`src/rtl/nmi_req_pkg.sv`:
```
// Shared definitions for the NMI request block: state encodings, status
// byte bit positions and the completed-NMI count width.
package nmi_req_pkg;

    localparam logic [1:0] ST_IDLE   = 2'd0;
    localparam logic [1:0] ST_WAIT   = 2'd1;
    localparam logic [1:0] ST_ACTIVE = 2'd2;

    localparam int CNT_W          = 4;
    localparam int STAT_STATE_LSB = 6;
    localparam int STAT_TIMEOUT   = 5;
    localparam int STAT_OVERRUN   = 4;

    function automatic logic [CNT_W-1:0] sat_inc(input logic [CNT_W-1:0] v);
        return (v == '1) ? v : v + 1'b1;
    endfunction

endpackage

```
`src/rtl/nmi_req_debounce.sv`:
```
// Front-panel NMI button conditioning: 2-flop synchroniser, stability
// down-counter, and a one-cycle press pulse on the debounced falling edge.
module nmi_debounce #(
    parameter int DEB_BITS = 16
) (
    input  logic fclk,
    input  logic rst_n,
    input  logic btn_n,
    output logic press_o
);

    logic [1:0]          sync_q;
    logic                level_q, level_d;
    logic [DEB_BITS-1:0] cnt_q, cnt_d;
    logic                differ;

    assign differ = sync_q[1] ^ level_q;

    // Counter reloads whenever the input agrees with the debounced level, so
    // the level only flips after 2^DEB_BITS consecutive disagreeing cycles.
    always_comb begin
        cnt_d   = '1;
        level_d = level_q;
        if (differ) begin
            if (cnt_q == '0) level_d = sync_q[1];
            else             cnt_d   = cnt_q - 1'b1;
        end
    end

    assign press_o = differ & (cnt_q == '0) & ~sync_q[1];

    always_ff @(posedge fclk or negedge rst_n) begin
        if (!rst_n) begin
            sync_q  <= 2'b11;
            level_q <= 1'b1;
            cnt_q   <= '1;
        end else begin
            sync_q  <= {sync_q[0], btn_n};
            level_q <= level_d;
            cnt_q   <= cnt_d;
        end
    end

endmodule

```
`src/rtl/nmi_req.sv`:
```
// NMI request FSM: turns slavespi requests (and, with NMI_BUTTON_EN defined,
// a debounced front-panel button) into toggles on set_nmi and reports status.
//
//  state  | meaning
//  IDLE   | no NMI outstanding, ready for a request
//  WAIT   | set_nmi toggled, waiting for the generator to raise in_nmi
//  ACTIVE | generator is inside its NMI window
module nmi_req
    import nmi_req_pkg::*;
#(
    parameter int TIMEOUT_FRAMES = 3,
    parameter int DEB_BITS       = 16
) (
    input  logic       fclk,
    input  logic       rst_n,
    input  logic       req_strobe,
    input  logic       stat_clr,
    input  logic       int_start,
    input  logic       in_nmi,
    input  logic       btn_n,
    output logic       set_nmi,
    output logic       nmi_busy,
    output logic [7:0] nmi_status
);

    localparam int               TO_W     = $clog2(TIMEOUT_FRAMES + 1);
    localparam logic [TO_W-1:0]  TO_LIMIT = TO_W'(TIMEOUT_FRAMES);

    logic [1:0]       state_q, state_d;
    logic             set_q, set_d;
    logic [TO_W-1:0]  to_cnt_q, to_cnt_d, to_inc;
    logic             timeout_q, timeout_d;
    logic             overrun_q, overrun_d;
    logic [CNT_W-1:0] count_q, count_d;
    logic             btn_req, req;

`ifdef NMI_BUTTON_EN
    nmi_debounce #(.DEB_BITS(DEB_BITS)) u_debounce (
        .fclk    (fclk),
        .rst_n   (rst_n),
        .btn_n   (btn_n),
        .press_o (btn_req)
    );
`else
    localparam int DEB_BITS_UNUSED = DEB_BITS;
    logic btn_n_unused;
    assign btn_n_unused = btn_n;
    assign btn_req      = 1'b0;
`endif

    assign req    = req_strobe | btn_req;
    assign to_inc = to_cnt_q + 1'b1;

    // Clear is applied first so any same-cycle event overrides it.
    always_comb begin
        state_d   = state_q;
        set_d     = set_q;
        to_cnt_d  = to_cnt_q;
        timeout_d = timeout_q;
        overrun_d = overrun_q;
        count_d   = count_q;
        if (stat_clr) begin
            timeout_d = 1'b0;
            overrun_d = 1'b0;
            count_d   = '0;
        end
        case (state_q)
            ST_IDLE: begin
                if (req) begin
                    if (!in_nmi) begin
                        set_d    = ~set_q;
                        to_cnt_d = '0;
                        state_d  = ST_WAIT;
                    end else begin
                        overrun_d = 1'b1;
                    end
                end
            end
            ST_WAIT: begin
                if (req) overrun_d = 1'b1;
                if (in_nmi) begin
                    state_d = ST_ACTIVE;
                end else if (int_start) begin
                    to_cnt_d = to_inc;
                    if (to_inc == TO_LIMIT) begin
                        timeout_d = 1'b1;
                        state_d   = ST_IDLE;
                    end
                end
            end
            ST_ACTIVE: begin
                if (req) overrun_d = 1'b1;
                if (!in_nmi) begin
                    state_d = ST_IDLE;
                    count_d = sat_inc(count_d);
                end
            end
            default: state_d = ST_IDLE;
        endcase
    end

    always_ff @(posedge fclk or negedge rst_n) begin
        if (!rst_n) begin
            state_q   <= ST_IDLE;
            set_q     <= 1'b0;
            to_cnt_q  <= '0;
            timeout_q <= 1'b0;
            overrun_q <= 1'b0;
            count_q   <= '0;
        end else begin
            state_q   <= state_d;
            set_q     <= set_d;
            to_cnt_q  <= to_cnt_d;
            timeout_q <= timeout_d;
            overrun_q <= overrun_d;
            count_q   <= count_d;
        end
    end

    always_comb begin
        nmi_status                            = '0;
        nmi_status[STAT_STATE_LSB +: 2]       = state_q;
        nmi_status[STAT_TIMEOUT]              = timeout_q;
        nmi_status[STAT_OVERRUN]              = overrun_q;
        nmi_status[CNT_W-1:0]                 = count_q;
    end

    assign set_nmi  = set_q;
    assign nmi_busy = (state_q != ST_IDLE);

endmodule

```
`config.mk`:
```
export PLATFORM = sky130hd
export DESIGN_NAME = nmi_req
export DESIGN_NICKNAME = d
export VERILOG_FILES = /design/src/rtl/nmi_req_pkg.sv /design/src/rtl/nmi_req_debounce.sv /design/src/rtl/nmi_req.sv
export SDC_FILE = /design/constraint.sdc
export NUM_CORES = 1
export LEC_CHECK = 0
export ABC_CLOCK_PERIOD_IN_PS = 3000
export BUFFER_PORTS_ARGS = -buffer_cell sky130_fd_sc_hd__buf_4
export CORE_AREA = 5 5 42 44
export DETAILED_ROUTE_END_ITERATION = 10
export DIE_AREA = 0 0 47 49
export HOLD_SLACK_MARGIN = 0.1
export PLACE_DENSITY = 0.85
export SLEW_MARGIN = 20
export SYNTH_ARGS = -nofsm -noshare
export SYNTH_HDL_FRONTEND = slang
export SYNTH_SLANG_ARGS = --single-unit
```
`constraint.sdc`:
```
create_clock -name fclk -period 3 [get_ports fclk]
set_input_delay 0.3 -clock fclk [delete_from_list [all_inputs] [get_ports fclk]]
set_output_delay 0.3 -clock fclk [all_outputs]
set_load 0.02 [all_outputs]
```
---- Word level (Yosys, flattened, before mapping) ----
Cells that the tools add are included.
storage, ports and cells
  flip-flop bits (word level) ............. 11
  bits of input ports ..................... 7
  output and inout port bits .............. 10
  logic and storage cells ................. 53
operators by class
  $add $sub $neg .......................... 2
  equal/unequal tests ..................... 11
  mux-type cells .......................... 25
  bitwise operators ....................... 2
  reduce and logical (&&, ||, !) cells .... 7
operators with widths
  operator                                              number
  two-way mux 2 bit                                     9
  two-way mux 4 bit                                     4
  != test 2 bit (second input constant)                 5
  AND reduction 5 bit                                   2
  two-way mux 1 bit                                     9
  != test 3 bit (second input constant)                 2
  case mux 2 bit (3 select lines)                       1
  adder 4 x 1 -> 4 bit (second input constant)          1
  equality test 2 bit (second input constant)           2
  equality test 4 bit (second input constant)           1
  case mux 2 bit (2 select lines)                       1
  nonzero test 2 bit                                    2
  AND reduction 3 bit                                   1
  adder 2 x 1 -> 2 bit (second input constant)          1
  equality test 2 x 1 -> 1 bit (second input constant)  1
  logical NOT 2 bit                                     1
  inverter 1 bit                                        2
  case mux 1 bit (2 select lines)                       1
  OR reduction 2 bit                                    1

---- Depth between registers and ports, before layout ----
Gate-level depths: netlist of the first run.
  depth after elaboration ................. 6
  depth in mapped cells ................... 5
  gate-level depth less buffers ........... 5

---- Worst setup path after synthesis of the first run ----
Ideal clock, no wire load.
  path kind ............................... register -> register
  start ................................... register state_q[0]
  end ..................................... register state_q[0]
  arrival time ............................ 1605 ps
  required time ........................... 2872 ps
  setup slack ............................. 1268 ps
  cell stages (with the launch flop) ...... 6
  path buffers ............................ 0
  clock period less this slack ............ 1732 ps
  path through ............................ dfrtp_1 inv_1 ha_1 nor2b_4 a311oi_2 mux2_1
between the ends
  cells in the longest elaborated chain, start to end .. 3
  elaborated cells between the ends (all ways) .. 10
  classes of those cells .................. eq/ne: 7; mux: 1; reduce/logical: 2
RTL lines
  element                                                                 line            text
  start, declared                                                         nmi_req.sv:29   logic [1:0] state_q, state_d;
  start signal, assigned                                                  nmi_req.sv:111  state_q <= state_d;
  equality test 2 x 1 -> 1 bit (tied with other cells)                    nmi_req.sv:67   case (state_q)
  != test 3 bit (no source line) / != test 2 bit (equally long branches)  n/a
  AND reduction 5 bit (no source line)                                    n/a
Parallel ways exist; a longest one is shown, timed or not.
A chain may end at the register's enable or synchronous reset.

---- Worst setup path after layout of the first run ----
Same ends and word-level chain as after synthesis.

==> results of run 1 <==
routing by layer:
metal,routed length [microns],up-vias
met5,0,-
met3,100,3
met1,545,233
met2,584,14
li1,-,249
met4,16,0
final timing paths:
check / endpoint / depth (start not counted)
hold / removal: count_q[2] / 2
setup reg to reg: state_q[0] / 5
hold reg to reg: set_nmi / 1
max in group asynchronous: state_q[1] / 2
setup / recovery: state_q[0] / 5
min in group asynchronous: count_q[2] / 2
cells by family (layout without fill, tap and decap cells):
logic type | count (synthesis) | count (layout) | share of synthesized area (%)
AND/OR/NAND/NOR | 18 | 18 | 16.63
buffers and inverters | 12 | 30 | 8.031
flip-flops | 11 | 11 | 42.06
AO/OA/AOI/OAI | 10 | 10 | 12.43
adder cells (fa/ha/maj) | 6 | 6 | 11.47
multiplexers | 5 | 5 | 8.031
XOR/XNOR | 1 | 1 | 1.339
area by class of cell:
class                   instances  area [sq um]
fillers                       126         593.1
multi-input cells              40         326.6
flip-flops and latches         11         275.3
repair buffers                 16         122.6
inverters                      10         37.54
clock buffers                   4         26.28
well taps                      16         20.02
metrics by stage:
step	total power [uW]	hold WS (ns)	utilization, %	instances	instance area (sq um)
after floorplan	460.7	0.004409	-	63	654.4
final	660.4	0.2196	57.68	97	808.3
after global placement	550.6	0.1407	55.09	92	772.0
after CTS	670.7	0.2131	57.68	97	808.3
after detailed placement	561.0	0.1411	55.09	92	772.0
after global routing	716.9	0.2199	57.68	97	808.3
registers in the layout, summed over array words and instances (netlist names):
| register | count |
|---|---|
| count_q | 4 |
| to_cnt_q | 2 |
| set_nmi | 1 |
| timeout_q | 1 |
| state_q | 2 |
| overrun_q | 1 |
power groups by stage:
stage          registers (uW)  clock network, uW  logic (uW)
2_1_floorplan             247                  0         214
3_3_place_gp              222                  0         328
3_5_place_dp              224                  0         337
4_1_cts                   222                109         340
5_1_grt                   229                115         373
6_report                  223                103         334
synthesized netlist by cell type, drive strengths merged:
| master | n |
|---|---|
| a211oi | 1 |
| a21oi | 2 |
| a311oi | 1 |
| a31oi | 2 |
| and3 | 1 |
| and3b | 1 |
| and4b | 1 |
| buf | 2 |
| dfrtp | 11 |
| ha | 6 |
| inv | 10 |
| mux2 | 2 |
| mux2i | 3 |
| nand2 | 5 |
| nand2b | 1 |
| nand3 | 1 |
| nor2 | 3 |
| nor2b | 3 |
| nor3 | 2 |
| o21a | 1 |
| o22ai | 1 |
| o32ai | 2 |
| xnor2 | 1 |
==> flow_summary.toml, run 1 <==
[timing]
tightestPinTransition_ns = 0.2674
fmax_mhz = 577.9
rsz0062_at_grt = "no"
fin_setup_tns_ns = 0
slew_viol_final = 0
final.setup.worst_slack_ns = 1.270
setup_violations = 0
fin_skew_ns = 0.005643
final.min_clock_period_ns = 1.730
finalHoldViolCount = 0
maxSlewHeadroom_pct = 82.17
min_period_over_period_pct = 57.68

[setup_path]
cpMaxStageDelayCell = "dfrtp_1"
setup.worst_path.start_class = "flop"
crit_path_start = "state_q[0]"
cpPeakStageDelay_ns = 0.42
critPathTopFamily = "flip-flops"
cp_num_buf_inv = 1
required_ns = 3.16
r2r-start = "state_q[0]"
end_kind = "flop"
crit_chain = "inv_1 -> ha_1 -> nor2b_4 -> a311oi_2 -> mux2_1"
worst-setup-path-type = "flop to flop"
arrival_ns = 1.89
r2r_slack_ns = 1.27
path_max_fanout = 7

[power]
clock_power_share_pct = 15.6
peakVddDrop_mv = 0.4160
p_sw_uw = 264.3
intPower_uw = 396.1
comb_power_share_pct = 50.6
swShare_pct = 40.02
seq_power_share_pct = 33.7
power.density_nw_per_um2 = 817.0
p_leak_uw = 0.0004022

[synth]
netlist_area_sq_um = 654.4
ys_types = 25
syn_avg_cell_area_sq_um = 10.39
yosys_warnings = 0
synthTopCellsByArea = "dfrtp_1 42%, ha_1 11%, inv_1 5.7%, mux2i_1 4.6%, mux2_1 3.4%"
synth_nets = 76
synth_seq_cells = 11
synth_top_area_cell = "dfrtp_1"
seq_area_frac_synth_pct = 42.07
syn_inst = 63
synth_top_cell_area_share_pct = 42.07

[routing]
wirelength_microns = 1247
ant_nets = 0
routed_via_density = 5.144
dr.first_iter.drc_count = 5
wl_per_cell_microns = 12.86
vias = 499
firstDrtPassIters = 3
drc_errors = 0

[cts]
tritoncts.num_buffers = 3
htreeDepth = 1
ctsHoldBuffers = 1
cts_tree = "built"
cts_sinks = 11
path_clk_slew_ns = 0.07
cts_setup_buffers = 0
insertion_delay_ns = 0.28
clockBufferDepth = 2
cts_resized = 0
root_buffer = "clkbuf_4"

[global_routing]
grt_max_degree = 12
met1_usage_pct = 16.06
grt_util_met2_pct = 18.33
antenna_found_initial = 0
top_usage_layer = "met2"
grtUsageTotal_pct = 12.51
grt_overflow = 0
grt_pass1_vias = 489
grtUsageMet3_pct = 5.535
grt_pass1_wl_microns = 2076

[layout]
layout_commonest_cell = "buf_4"
nNetsFinal = 95
drive_gt1_share_pct = 28.40
n_antenna_cell = 0
syn2layout_area_growth_pct = 23.52
final_cell_mix = "15 x buf_4, 11 x dfrtp_1, 10 x inv_1"

[floorplanning]
die_x_microns = 47
initial_core_util_pct = 46.70
dieArea_sq_um = 2303
num_rows = 14
die_h_microns = 49
fp.coreArea_sq_um = 1401
io_pins = 17

[min_path]
hold_path.class = "input port to flop"
holdCritStartpoint = "stat_clr"

[placed_design]
place_congestion = 0.7883
dp_hpwl_microns = 954.6
dp_slack_ns = 1.280
portBuffers = 15

[run_status]
status = "completed"

[flow_run]
cap_violations = 0
Power figures use the tool's default switching activity.
==> run 2, diff against run 1 <==
--- a/config.mk
+++ b/config.mk
@@ -5,13 +5,13 @@
 export SDC_FILE = /design/constraint.sdc
 export NUM_CORES = 1
 export LEC_CHECK = 0
-export ABC_CLOCK_PERIOD_IN_PS = 3000
+export ABC_CLOCK_PERIOD_IN_PS = 1450
 export BUFFER_PORTS_ARGS = -buffer_cell sky130_fd_sc_hd__buf_4
-export CORE_AREA = 5 5 42 44
+export CORE_MARGIN = 5
+export CORE_UTILIZATION = 45
 export DETAILED_ROUTE_END_ITERATION = 10
-export DIE_AREA = 0 0 47 49
 export HOLD_SLACK_MARGIN = 0.1
-export PLACE_DENSITY = 0.85
+export PLACE_DENSITY = 0.82
 export SLEW_MARGIN = 20
 export SYNTH_ARGS = -nofsm -noshare
 export SYNTH_HDL_FRONTEND = slang
==> constraint.sdc (replaced) <==
create_clock -name fclk -period 1.45 [get_ports fclk]
set_input_delay 0.145 -clock fclk [delete_from_list [all_inputs] [get_ports fclk]]
set_output_delay 0.145 -clock fclk [all_outputs]
set_load 0.02 [all_outputs]
==> flow_summary.toml, run 2 (synthesized netlist as in run 1, its figures left out) <==
[run_status]
status = "complete, but fails checks"
violations = "negative setup slack"

[setup_path]
cpPeakStageDelay_ns = 0.44
r2r_cells = 5
cpMaxStageDelayCell = "dfrtp_2"
critPathTopFamily = "multiplexers"
required_ns = 1.60
path_max_fanout = 4
worst-setup-path-type = "flop to flop"
crit_chain = "buf_6 -> ha_4 -> mux2i_1 -> nor3_2 -> mux2_4"
cp_num_buf_inv = 1
end_kind = "flop"
cp.depth = 5
arrival_ns = 1.71
setup.worst_path.start_class = "flop"

[layout]
final_cell_mix = "27 x buf_4, 9 x dfrtp_1, 8 x inv_1"
top_regs = "count_q x4, state_q x2, to_cnt_q x2"
seqCellArea_sq_um = 277.8
syn2layout_area_growth_pct = 51.43
nNetsFinal = 110
largest_reg_flops = 4
final_area_sq_um = 991.0
nFillCells = 99
regMostFlops = "count_q"
post-route-util_pct = 74.30
drive_gt1_share_pct = 48.96
multi_input_area_sq_um = 380.4
n_antenna_cell = 0
layout_commonest_cell = "buf_4"

[placed_design]
dp_hpwl_microns = 990.2
dp_slack_ns = -0.08835
placed_area_sq_um = 850.8
place_congestion = 0.7908
portBuffers = 15

[cts]
cts_tree = "built"
clockBufferDepth = 2
cts_sinks = 11
root_buffer = "clkbuf_4"
htreeDepth = 1
path_clk_slew_ns = 0.08
insertion_delay_ns = 0.27
tritoncts.num_buffers = 3

[routing]
firstDrtPassIters = 4
wirelength_microns = 1586
ant_nets = 0
routed_via_density = 5.198
drc_errors = 0
vias = 577
wl_per_cell_microns = 14.29
dr.first_iter.drc_count = 24

[floorplanning]
fp.coreArea_sq_um = 1334
die_h_microns = 48.14
io_pins = 17
initial_core_util_pct = 49.06
die_x_microns = 48.14
dieArea_sq_um = 2317
num_rows = 13

[global_routing]
grtUsageTotal_pct = 15.62
antenna_found_initial = 0
grt_pass1_vias = 578
grt_max_degree = 12
grt_overflow = 0
grt_pass1_wl_microns = 2449

[timing]
final.min_clock_period_ns = 1.560
rsz0062_at_grt = "yes"
tightestPinTransition_ns = 0.2610
maxSlewHeadroom_pct = 82.60
fin_skew_ns = 0.01425
whs_ns = 0.1457
final.setup.worst_slack_ns = -0.1101
slew_viol_final = 0
fmax_mhz = 641.0
finalHoldViolCount = 0
min_period_over_period_pct = 107.6
setup_violations = 3

[power]
power.density_nw_per_um2 = 1814
total_power_uw = 1798
p_leak_uw = 0.0004788
peakVddDrop_mv = 1.076

[min_path]
hold_path.class = "input port to flop"
min_path_cells = 2

[flow_run]
cap_violations = 0
-- run 2: changes by cell type in the layout (fill, tap and decap cells not counted), moves of 2 or more --
cell / before / now
ha_4: 0 / 3
buf_4: 15 / 27
buf_6: 0 / 2
inv_4: 0 / 2
inv_1: 10 / 8
ha_1: 6 / 3
dfrtp_2: 0 / 2
dfrtp_1: 11 / 9
-- run 2: metal layers --
layer	wire (microns)	vias to the layer above	GRT usage (%)
met5	0	-	0
met4	35	0	6.452
met3	89	4	3.321
met2	819	24	28.23
met1	642	265	17.61
li1	-	284	-
-- run 2: cell type report --
type / count / area share [%]
Inverter: 10 / 4.293
Sequential cell: 11 / 28.03
Tap cell: 15 / 1.894
Multi-Input combinational cell: 40 / 38.38
Clock buffer: 4 / 2.652
Timing Repair Buffer: 31 / 24.75
-- run 2: path summary, 6_finish.rpt --
check | start | end | slack, ns
hold reg to reg | set_nmi | set_nmi | 0.47
max in group asynchronous | rst_n | to_cnt_q[1] | 1.05
setup / recovery | state_q[0] | to_cnt_q[1] | -0.11
hold / removal | in_nmi | timeout_q | 0.15
min in group asynchronous | rst_n | state_q[0] | 0.24
setup reg to reg | state_q[0] | to_cnt_q[1] | -0.11
-- run 2: worst register-to-register path: stages, from the launching register on --
cell     delay (ns)
dfrtp_2        0.44
buf_6          0.14
ha_4           0.17
mux2i_1        0.13
nor3_2         0.24
mux2_4         0.32
-- run 2: metrics by stage --
stage | setup TNS, ns | std cells
after floorplan | -0.2188 | 63
after global placement | -0.1249 | 101
after detailed placement | -0.1952 | 101
after CTS | -0.1940 | 109
after global routing | -0.5378 | 111
final | -0.2677 | 111
-- run 2: timing repair --
item / 4_1_cts / 5_1_grt
setup buffers: 2 / 2
setup endpoints to repair: 5 / 7
hold endpoints to repair: 14 / 0
resized for setup: 4 / 9
hold buffers: 2 / 0
pin swaps: 1 / 3
-- run 2: power by group --
group | switching (uW) | internal (uW) | total, uW
registers | 66.5 | 401 | 467
logic | 518 | 600 | 1120
clock network | 107 | 106 | 213
==> run 3, diff against run 2 <==
--- a/config.mk
+++ b/config.mk
@@ -5,13 +5,13 @@
 export SDC_FILE = /design/constraint.sdc
 export NUM_CORES = 1
 export LEC_CHECK = 0
-export ABC_CLOCK_PERIOD_IN_PS = 1450
+export ABC_CLOCK_PERIOD_IN_PS = 1800
 export BUFFER_PORTS_ARGS = -buffer_cell sky130_fd_sc_hd__buf_4
-export CORE_MARGIN = 5
-export CORE_UTILIZATION = 45
+export CORE_AREA = 5 5 42 44
 export DETAILED_ROUTE_END_ITERATION = 10
+export DIE_AREA = 0 0 47 49
 export HOLD_SLACK_MARGIN = 0.1
-export PLACE_DENSITY = 0.82
+export PLACE_DENSITY = 0.85
 export SLEW_MARGIN = 20
 export SYNTH_ARGS = -nofsm -noshare
 export SYNTH_HDL_FRONTEND = slang
==> constraint.sdc (replaced) <==
create_clock -name fclk -period 1.8 [get_ports fclk]
set_input_delay 0.18 -clock fclk [delete_from_list [all_inputs] [get_ports fclk]]
set_output_delay 0.18 -clock fclk [all_outputs]
set_load 0.02 [all_outputs]
==> flow_summary.toml, run 3 (synthesized netlist as in run 1, its figures left out) <==
[run_status]
status = "completed"

[timing]
finalHoldViolCount = 0
setup_violations = 0
fmax_mhz = 612.8
rsz0062_at_grt = "no"
min_period_over_period_pct = 90.66
final.min_clock_period_ns = 1.632
maxSlewHeadroom_pct = 82.59
tightestPinTransition_ns = 0.2611
slew_viol_final = 0
fin_setup_tns_ns = 0
fin_skew_ns = 0.003710

[power]
seq_power_share_pct = 32.0
clock_power_share_pct = 14.9
p_leak_uw = 0.0004058
swShare_pct = 39.39
total_power_uw = 1123
intPower_uw = 680.6
p_sw_uw = 442.4
comb_power_share_pct = 53.1
peakVddDrop_mv = 0.8259
power.density_nw_per_um2 = 1372

[routing]
routed_via_density = 5.276
firstDrtPassIters = 4
dr.first_iter.drc_count = 6
wl_per_cell_microns = 13.31
ant_nets = 0
vias = 517
wirelength_microns = 1304
drc_errors = 0

[setup_path]
required_ns = 1.95
setup.worst_path.start_class = "flop"
end_kind = "flop"
r2r_slack_ns = 0.17
critPathTopFamily = "flip-flops"
cpMaxStageDelayCell = "dfrtp_1"
crit_chain = "inv_1 -> ha_2 -> nor2b_4 -> a311oi_2 -> mux2_1"
rr_endpoint = "state_q[0]"
path_max_fanout = 7
arrival_ns = 1.78
worst-setup-path-type = "flop to flop"
r2r_cells = 5
r2r-start = "state_q[1]"
cpPeakStageDelay_ns = 0.39
cp_num_buf_inv = 1

[cts]
htreeDepth = 1
tritoncts.num_buffers = 3
insertion_delay_ns = 0.27
cts_setup_buffers = 0
cts_sinks = 11
cts_tree = "built"
root_buffer = "clkbuf_4"
path_clk_slew_ns = 0.07
clockBufferDepth = 2

[layout]
final_cell_mix = "16 x buf_4, 11 x dfrtp_1, 10 x inv_1"
layout_commonest_cell = "buf_4"
drive_gt1_share_pct = 30.49
largest_reg_flops = 4
syn2layout_area_growth_pct = 25.05
regMostFlops = "count_q"
n_antenna_cell = 0
nNetsFinal = 96
top_regs = "count_q x4, state_q x2, to_cnt_q x2"

[placed_design]
dp_hpwl_microns = 1013
place_congestion = 0.7900
portBuffers = 15

[flow_run]
cap_violations = 0

[floorplanning]
io_pins = 17
dieArea_sq_um = 2303
num_rows = 14
die_x_microns = 47
initial_core_util_pct = 46.70
die_h_microns = 49
fp.coreArea_sq_um = 1401

[min_path]
min_to = "count_q[2]"
holdCritStartpoint = "stat_clr"
hold_path.class = "input port to flop"
min_path_cells = 2

[global_routing]
top_usage_layer = "met2"
grt_pass1_vias = 526
grtUsageTotal_pct = 13.13
antenna_found_initial = 0
grt_max_degree = 12
grtUsageMet3_pct = 5.535
grt_util_met2_pct = 20.81
grt_overflow = 0
met1_usage_pct = 16.22
grt_pass1_wl_microns = 2228
-- run 3: area by class of cell --
| class | instances | area (sq um) |
|---|---|---|
| inverter | 10 | 37.54 |
| clock buffer | 4 | 26.28 |
| sequential | 11 | 275.3 |
| fill | 125 | 583.1 |
| multi-input combinational | 40 | 329.1 |
| timing repair buffer | 17 | 130.1 |
| tap | 16 | 20.02 |
-- run 3: power by group through the flow --
| stage | combinational [uW] | sequential [uW] | clock [uW] |
|---|---|---|---|
| after CTS | 601 | 360 | 177 |
| final | 596 | 360 | 167 |
| after floorplan | 357 | 411 | 0 |
| after detailed placement | 598 | 364 | 0 |
| after global placement | 574 | 360 | 0 |
| after global routing | 655 | 371 | 190 |
-- run 3: worst max-delay path by stage --
stage	cells past startpoint	startpoint	endpoint
finish	5	state_q[1]	state_q[0]
global route	5	state_q[1]	state_q[0]
CTS	5	state_q[1]	state_q[0]
detailed placement	5	state_q[1]	state_q[0]
global placement	5	state_q[1]	state_q[0]
floorplan	5	state_q[0]	state_q[0]
-- run 3: stage by stage --
stage | utilization, % | hold WS (ns) | setup WS, ns | instance area (sq um) | instances
floorplan | - | -0.1156 | 0.06779 | 654.4 | 63
global placement | 55.63 | 0.02099 | 0.1491 | 779.5 | 93
detailed placement | 55.63 | 0.02348 | 0.1040 | 779.5 | 93
CTS | 58.21 | 0.1053 | 0.09395 | 815.8 | 98
global route | 58.39 | 0.1090 | 0.07301 | 818.3 | 98
finish | 58.39 | 0.1168 | 0.1681 | 818.3 | 98
-- run 3: worst register-to-register path, stage by stage (launching register included) --
cell and delay (ns):
dfrtp_1 0.39, inv_1 0.11, ha_2 0.23, nor2b_4 0.15
a311oi_2 0.29, mux2_1 0.35
-- run 3: timing repair --
item | in CTS | in global routing
hold buffers | 1 | 0
resized for setup | 0 | 1
hold endpoints to repair | 11 | 0
setup endpoints to repair | 0 | 1
-- run 3: routing by layer --
metal	vias up	share of wire, %
met1	251	42
met4	0	0.38
met2	15	51
met5	-	0
met3	2	7.2
li1	249	-
